[config.mk]
export PLATFORM = sky130hd
export DESIGN_NAME = uart_rx_frame64
export DESIGN_NICKNAME = d
export VERILOG_FILES = /design/src/rtl/uart_pkg.sv /design/src/rtl/uart_rx_byte.sv /design/src/rtl/uart_rx_frame64.sv
export SDC_FILE = /design/constraint.sdc
export NUM_CORES = 1
export LEC_CHECK = 0
export BUFFER_PORTS_ARGS = -buffer_cell sky130_fd_sc_hd__buf_2
export CAP_MARGIN = 20
export CELL_PAD_IN_SITES_DETAIL_PLACEMENT = 1
export CELL_PAD_IN_SITES_GLOBAL_PLACEMENT = 2
export CORE_AREA = 5 5 167 169
export DETAILED_ROUTE_END_ITERATION = 8
export DIE_AREA = 0 0 172 174
export PLACE_DENSITY_LB_ADDON = 0.1
export SYNTH_ARGS = -nofsm -noshare
export SYNTH_HDL_FRONTEND = slang
export SYNTH_SLANG_ARGS = --single-unit
[constraint.sdc]
create_clock -name clk -period 7.3 [get_ports clk]
set_clock_uncertainty 0.05 [all_clocks]
set_input_delay 1.46 -clock clk [delete_from_list [all_inputs] [get_ports clk]]
set_output_delay 1.46 -clock clk [all_outputs]
set_load 0.02 [all_outputs]
[src/rtl/uart_pkg.sv]
// Shared UART receive definitions: FSM state encoding, baud divisor helper
// and the data-bit count of one character.
package uart_pkg;

  localparam int UART_DATA_BITS = 8;

  typedef enum logic [2:0] {
    IDLE   = 3'd0,
    START  = 3'd1,
    DATA   = 3'd2,
    PARITY = 3'd3,
    STOP   = 3'd4
  } rx_state_e;

  function automatic int clks_per_bit(input int clk_freq, input int baud);
    return clk_freq / baud;
  endfunction

endpackage

[src/rtl/uart_rx_byte.sv]
// Single-character UART receiver: rxd synchroniser, baud counter and byte FSM.
// Define UART_RX_PARITY_EN for 8E1 framing; otherwise 8N1.
module uart_rx_byte
  import uart_pkg::*;
#(
  parameter int CLKS_PER_BIT = 434
) (
  input  logic       clk_i,
  input  logic       rst_i,
  input  logic       rxd_i,
  output logic       byte_valid_o,
  output logic [7:0] byte_data_o,
  output logic       byte_err_o,
  output logic       start_edge_o,
  output logic       idle_o,
  output logic [2:0] state_o
);

  localparam int CW = (CLKS_PER_BIT > 2) ? $clog2(CLKS_PER_BIT) : 1;
  localparam logic [CW-1:0] HALF_M1 = CW'(CLKS_PER_BIT / 2 - 1);
  localparam logic [CW-1:0] FULL_M1 = CW'(CLKS_PER_BIT - 1);

  rx_state_e     state_q, state_d;
  logic [CW-1:0] cnt_q, cnt_d;
  logic [2:0]    bit_q, bit_d;
  logic [7:0]    sh_q, sh_d;
  logic [1:0]    sync_q;
  logic [1:0]    fill_q;
  logic          prev_q;
  logic          armed_q;
  logic          rxd_s;
  logic          start_edge;

  assign rxd_s = sync_q[1];

  // After reset the line must be seen high with real synchronised data
  // before a falling edge may start a character.
  assign start_edge = armed_q & prev_q & ~rxd_s & (state_q == IDLE);

  always_ff @(posedge clk_i or posedge rst_i) begin
    if (rst_i) begin
      sync_q  <= 2'b11;
      fill_q  <= 2'b00;
      prev_q  <= 1'b1;
      armed_q <= 1'b0;
      state_q <= IDLE;
      cnt_q   <= '0;
      bit_q   <= '0;
      sh_q    <= '0;
    end else begin
      sync_q  <= {sync_q[0], rxd_i};
      fill_q  <= {fill_q[0], 1'b1};
      prev_q  <= rxd_s;
      armed_q <= armed_q | (fill_q[1] & rxd_s);
      state_q <= state_d;
      cnt_q   <= cnt_d;
      bit_q   <= bit_d;
      sh_q    <= sh_d;
    end
  end

  always_comb begin
    state_d      = state_q;
    cnt_d        = cnt_q + CW'(1);
    bit_d        = bit_q;
    sh_d         = sh_q;
    byte_valid_o = 1'b0;
    byte_err_o   = 1'b0;
    case (state_q)
      IDLE: begin
        cnt_d = '0;
        if (start_edge) state_d = START;
      end
      START: begin
        if (cnt_q == HALF_M1) begin
          cnt_d   = '0;
          bit_d   = '0;
          // A start bit that is high again at mid-bit was only a glitch.
          state_d = rxd_s ? IDLE : DATA;
        end
      end
      DATA: begin
        if (cnt_q == FULL_M1) begin
          cnt_d = '0;
          sh_d  = {rxd_s, sh_q[7:1]};
          bit_d = bit_q + 3'd1;
          if (bit_q == 3'(UART_DATA_BITS - 1)) begin
`ifdef UART_RX_PARITY_EN
            state_d = PARITY;
`else
            state_d = STOP;
`endif
          end
        end
      end
      PARITY: begin
`ifdef UART_RX_PARITY_EN
        if (cnt_q == FULL_M1) begin
          cnt_d = '0;
          if (rxd_s != ^sh_q) begin
            byte_err_o = 1'b1;
            state_d    = IDLE;
          end else begin
            state_d = STOP;
          end
        end
`else
        state_d = IDLE;
`endif
      end
      STOP: begin
        // Accept at mid stop bit so a back-to-back start edge is not missed.
        if (cnt_q == FULL_M1) begin
          state_d = IDLE;
          if (rxd_s) byte_valid_o = 1'b1;
          else       byte_err_o   = 1'b1;
        end
      end
      default: state_d = IDLE;
    endcase
  end

  assign byte_data_o  = sh_q;
  assign start_edge_o = start_edge;
  assign idle_o       = (state_q == IDLE);
  assign state_o      = state_q;

endmodule

[src/rtl/uart_rx_frame64.sv]
// Assembles BYTES received UART characters into one 64-bit word with a done
// strobe; reports stop/parity/inter-byte timeout errors. Parity: UART_RX_PARITY_EN.
module uart_rx_frame64
  import uart_pkg::*;
#(
  parameter int CLK_FREQ     = 50_000_000,
  parameter int BAUD         = 115200,
  parameter int BYTES        = 8,
  parameter int TIMEOUT_BITS = 20
) (
  input  logic        clk,
  input  logic        rst,
  input  logic        rxd,
  output logic [63:0] data_out_64,
  output logic        data_out_done,
  output logic        frame_err
);

  localparam int CPB = clks_per_bit(CLK_FREQ, BAUD);
  localparam int BCW = (BYTES > 1) ? $clog2(BYTES) : 1;
  localparam logic [31:0]  TO_M1   = 32'(TIMEOUT_BITS * CPB - 1);
  localparam logic [BCW-1:0] LAST_B = BCW'(BYTES - 1);

  logic           byte_valid, byte_err, start_edge, rx_idle;
  logic [7:0]     byte_data;
  logic [2:0]     rx_state;

  logic [BCW-1:0] byte_cnt_q, byte_cnt_d;
  logic [63:0]    word_q, word_d;
  logic [63:0]    data_q, data_d;
  logic [31:0]    idle_cnt_q, idle_cnt_d;
  logic           done_q, done_d;
  logic           err_q, err_d;

  uart_rx_byte #(.CLKS_PER_BIT(CPB)) u_rx_byte (
    .clk_i        (clk),
    .rst_i        (rst),
    .rxd_i        (rxd),
    .byte_valid_o (byte_valid),
    .byte_data_o  (byte_data),
    .byte_err_o   (byte_err),
    .start_edge_o (start_edge),
    .idle_o       (rx_idle),
    .state_o      (rx_state)
  );

  always_ff @(posedge clk or posedge rst) begin
    if (rst) begin
      byte_cnt_q <= '0;
      word_q     <= '0;
      data_q     <= '0;
      idle_cnt_q <= '0;
      done_q     <= 1'b0;
      err_q      <= 1'b0;
    end else begin
      byte_cnt_q <= byte_cnt_d;
      word_q     <= word_d;
      data_q     <= data_d;
      idle_cnt_q <= idle_cnt_d;
      done_q     <= done_d;
      err_q      <= err_d;
    end
  end

  always_comb begin
    byte_cnt_d = byte_cnt_q;
    word_d     = word_q;
    data_d     = data_q;
    idle_cnt_d = '0;
    done_d     = 1'b0;
    err_d      = 1'b0;
    // A start edge beats a timeout landing in the same cycle.
    if (!start_edge && rx_idle && byte_cnt_q != '0) begin
      if (idle_cnt_q == TO_M1) begin
        err_d      = 1'b1;
        byte_cnt_d = '0;
      end else begin
        idle_cnt_d = idle_cnt_q + 32'd1;
      end
    end
    if (byte_err) begin
      err_d      = 1'b1;
      byte_cnt_d = '0;
    end else if (byte_valid) begin
      word_d = {word_q[55:0], byte_data};
      if (byte_cnt_q == LAST_B) begin
        data_d     = word_d;
        done_d     = 1'b1;
        byte_cnt_d = '0;
      end else begin
        byte_cnt_d = byte_cnt_q + BCW'(1);
      end
    end
  end

  assign data_out_64   = data_q;
  assign data_out_done = done_q;
  assign frame_err     = err_q;

endmodule
==> reports/metrics.yaml <==
antenna_left: 0
clk_latency_ps: 430
grt_pass1_vias: 5233
crit_fanout: 64
synth_compound_area_share_pct: 4.57
crit_slowest_cell: "nand3_4"
min_period_over_period_pct: 40.8
clock_path_buffers: 2
worst_pin_slew_ps: 963
power_mw: 2.11
worstPathRequired_ps: 7550
synth_edf_count: 0
cts_root_buffer: "clkbuf_16"
synth_cells: 566
internal_power_mw: 1.58
m1WireLength_um: 7650
postLayoutCoreUtil_pct: 34.4
setup_tns_ps: 0
hold_buffers: 0
yosys.area.top_type: "dfrtp_1"
leakagePower_nw: 4.38
path_cells: "inv_1 -> ha_1 -> nand4bb_1 -> nor4_4 -> nand3_4 -> mux2_2"
h-tree-depth: 4
gr-usage-all-layers_pct: 11.6
via_per_inst: 4.84
synthMuxAreaShare_pct: 18.8
slew_headroom_pct: 35.8
gp_congestion: 0.701
post_dp_cell_area_um2: 8420
synth_top_family_by_area: "multiplexers"
place_ws_ps: 3990
p_seq_share_pct: 50.5
syn_nets: 578
num_antenna_cells: 0
fin_ws_ps: 4320
met2WireLength_um: 8440
grt_first_pass_wirelength_um: 28300
drc: 0
dp.cells: 949
path_class: "reg2reg"
io_buffers: 68
combPwrFrac_pct: 3.3
core_area_um2: 26400
start_util_pct: 29.3
drt-wirelength-per-cell_um: 17.0
final_area_um2: 9080
die_h_um: 174
drtPass1Iterations: 4
switchingPower_uw: 538
syn_area_um2: 7740
vias: 4752
cts_tree: "yes"
synth_fa_ha_area_share_pct: 1.45
rsz0062_at_grt: "no"
swShare_pct: 25.4
cts_buffers: 17
drt-total-wl_um: 16700
synth_warnings: 0
area_delta_synth_final_pct: 17.4
cts_setup_buffers: 0
period_needed_ps: 2980
startpoint_type: "flop"
crit_arrival_ps: 3240
cts_resized: 0
p_per_area_nw_per_um2: 233
crit_path_end_kind: "flop"
synthTopCellsByArea: "dfrtp_1 59%, mux2_2 19%, xnor2_1 1.8%"
yosys.area_share.xor_xnor_pct: 2.26
highest_layer: "met4"
hpwl_um: 10800
ys_async_sr_fraction_pct: 100
holdWs_ps: 310
io_pins: 69
fmax_mhz: 336
clkTransAtPathRegs_ps: 80
yosys.cell_types.count: 48
p_clk_share_pct: 46.2
ys_ff_latch: 186
vdd_drop_max_mv: 0.136
final_cells: 982
yosys.area.top_type_share_pct: 59.2
clock_sinks: 186
status: "finished clean"
drive_gt1_share_pct: 39.3
antenna_found_initial: 0
die_x_um: 172
syn_avg_cell_area_um2: 13.7
holdCritPathClass: "reg2reg"
synthFlopType: "dfrtp_1"
drt_iter0_drc: 201
ys_seq_area_share_pct: 60.2
setup_viol: 0
grt_max_degree: 115
rows: 60
cap_viol_max_count: 0
finalMaxSlewViolations: 0
dieArea_um2: 29900
hold_viol_final: 0
critical_path.max_stage_delay_ps: 820
grt_overflow: 0
wl_met3_um: 484
finalNetCount: 640
reg2reg_slack_ps: 4320
synth-simple-area-share_pct: 10.1
power groups by stage:
stage | Clock (mW) | Combinational (mW) | Sequential (mW)
2_1_floorplan | 0 | 0.0628 | 1.08
3_3_place_gp | 0 | 0.0699 | 1.09
3_5_place_dp | 0 | 0.0708 | 1.09
4_1_cts | 1.02 | 0.0712 | 1.07
5_1_grt | 1.06 | 0.0824 | 1.07
6_report | 0.977 | 0.0691 | 1.07
flip-flops by register name, indices dropped and copies added, names as in the netlist, 3 cells and up:
register               cells
word_q                    56
u_rx_byte.cnt_q            9
u_rx_byte.byte_data_o      8
data_out_64               64
u_rx_byte.bit_q            3
idle_cnt_q                32
byte_cnt_q                 3
u_rx_byte.state_o          3
placed cells by master, fill, tap and decap left out, types with 2 or more instances in the layout:
master,Yosys,routed
inv_8,0,5
dfrtp_1,183,183
inv_6,0,3
nor4_1,8,7
inv_12,0,2
and3_1,3,3
buf_4,0,5
xor2_1,4,4
clkinv_8,0,5
o21ai_0,4,4
nand2b_1,6,6
nand4b_1,3,3
a21o_1,3,3
xnor2_1,16,16
dfstp_2,3,3
nand3_1,13,13
or4_4,3,3
nor3_1,19,19
nand2_1,14,13
nor2_1,17,17
or4_1,14,14
clkbuf_16,0,17
inv_1,13,12
nand4_1,9,9
buf_2,17,68
mux2_2,129,129
ha_1,9,9
a22o_1,2,2
nand3b_1,2,2
o31ai_1,15,15
a211oi_1,15,15
or3_1,6,6
a211oi_2,2,2
and4_1,2,2
per-layer routing:
metal / global-route usage (%) / vias up
met5: 0 / -
met4: 3.28 / 0
met3: 2.48 / 11
met2: 19.5 / 55
met1: 15.2 / 2493
li1: - / 2193
final timing paths:
check | start | end | cells past startpoint
worst max-delay path | u_rx_byte.cnt_q[1] | data_out_64[56] | 6
worst min-delay path | u_rx_byte.sync_q[0] | u_rx_byte.sync_q[1] | 0
worst max register to register | u_rx_byte.cnt_q[1] | data_out_64[56] | 6
worst min register to register | u_rx_byte.sync_q[0] | u_rx_byte.sync_q[1] | 0
max in group asynchronous | rst | idle_cnt_q[20] | 4
min in group asynchronous | rst | frame_err | 2
synth_stat cells (all sizes together), types with 11 or more instances:
cell type,count
mux2,129
xnor2,16
nor2,18
nor3,20
or4,17
dfrtp,183
nand3,15
o31ai,15
nand2,14
clkbuf,11
buf,20
a211oi,17
inv,13
area by class of cell:
type | count | area, um2
repair buffers | 74 | 405
clock buffers | 17 | 425
fillers | 2815 | 17300
flip-flops and latches | 186 | 4660
clock inverters | 15 | 215
inverters | 13 | 56.3
multi-input cells | 336 | 2900
well taps | 341 | 427
critical path, delay by kind of cell (launching register included):
family	cells	cell delay, ps
buffers and inverters	1	80
adder cells (fa/ha/maj)	1	140
flip-flops	1	410
multiplexers	1	580
AND/OR/NAND/NOR	3	1580
cell families (layout without fill, tap and decap cells):
| group | Yosys count | in the layout |
|---|---|---|
| XOR/XNOR | 20 | 20 |
| adder cells (fa/ha/maj) | 9 | 9 |
| AO/OA/AOI/OAI | 47 | 47 |
| other | 1 | 1 |
| flip-flops | 186 | 186 |
| AND/OR/NAND/NOR | 130 | 130 |
| multiplexers | 129 | 129 |
| buffers and inverters | 44 | 119 |
Power figures use the tool's default switching activity.
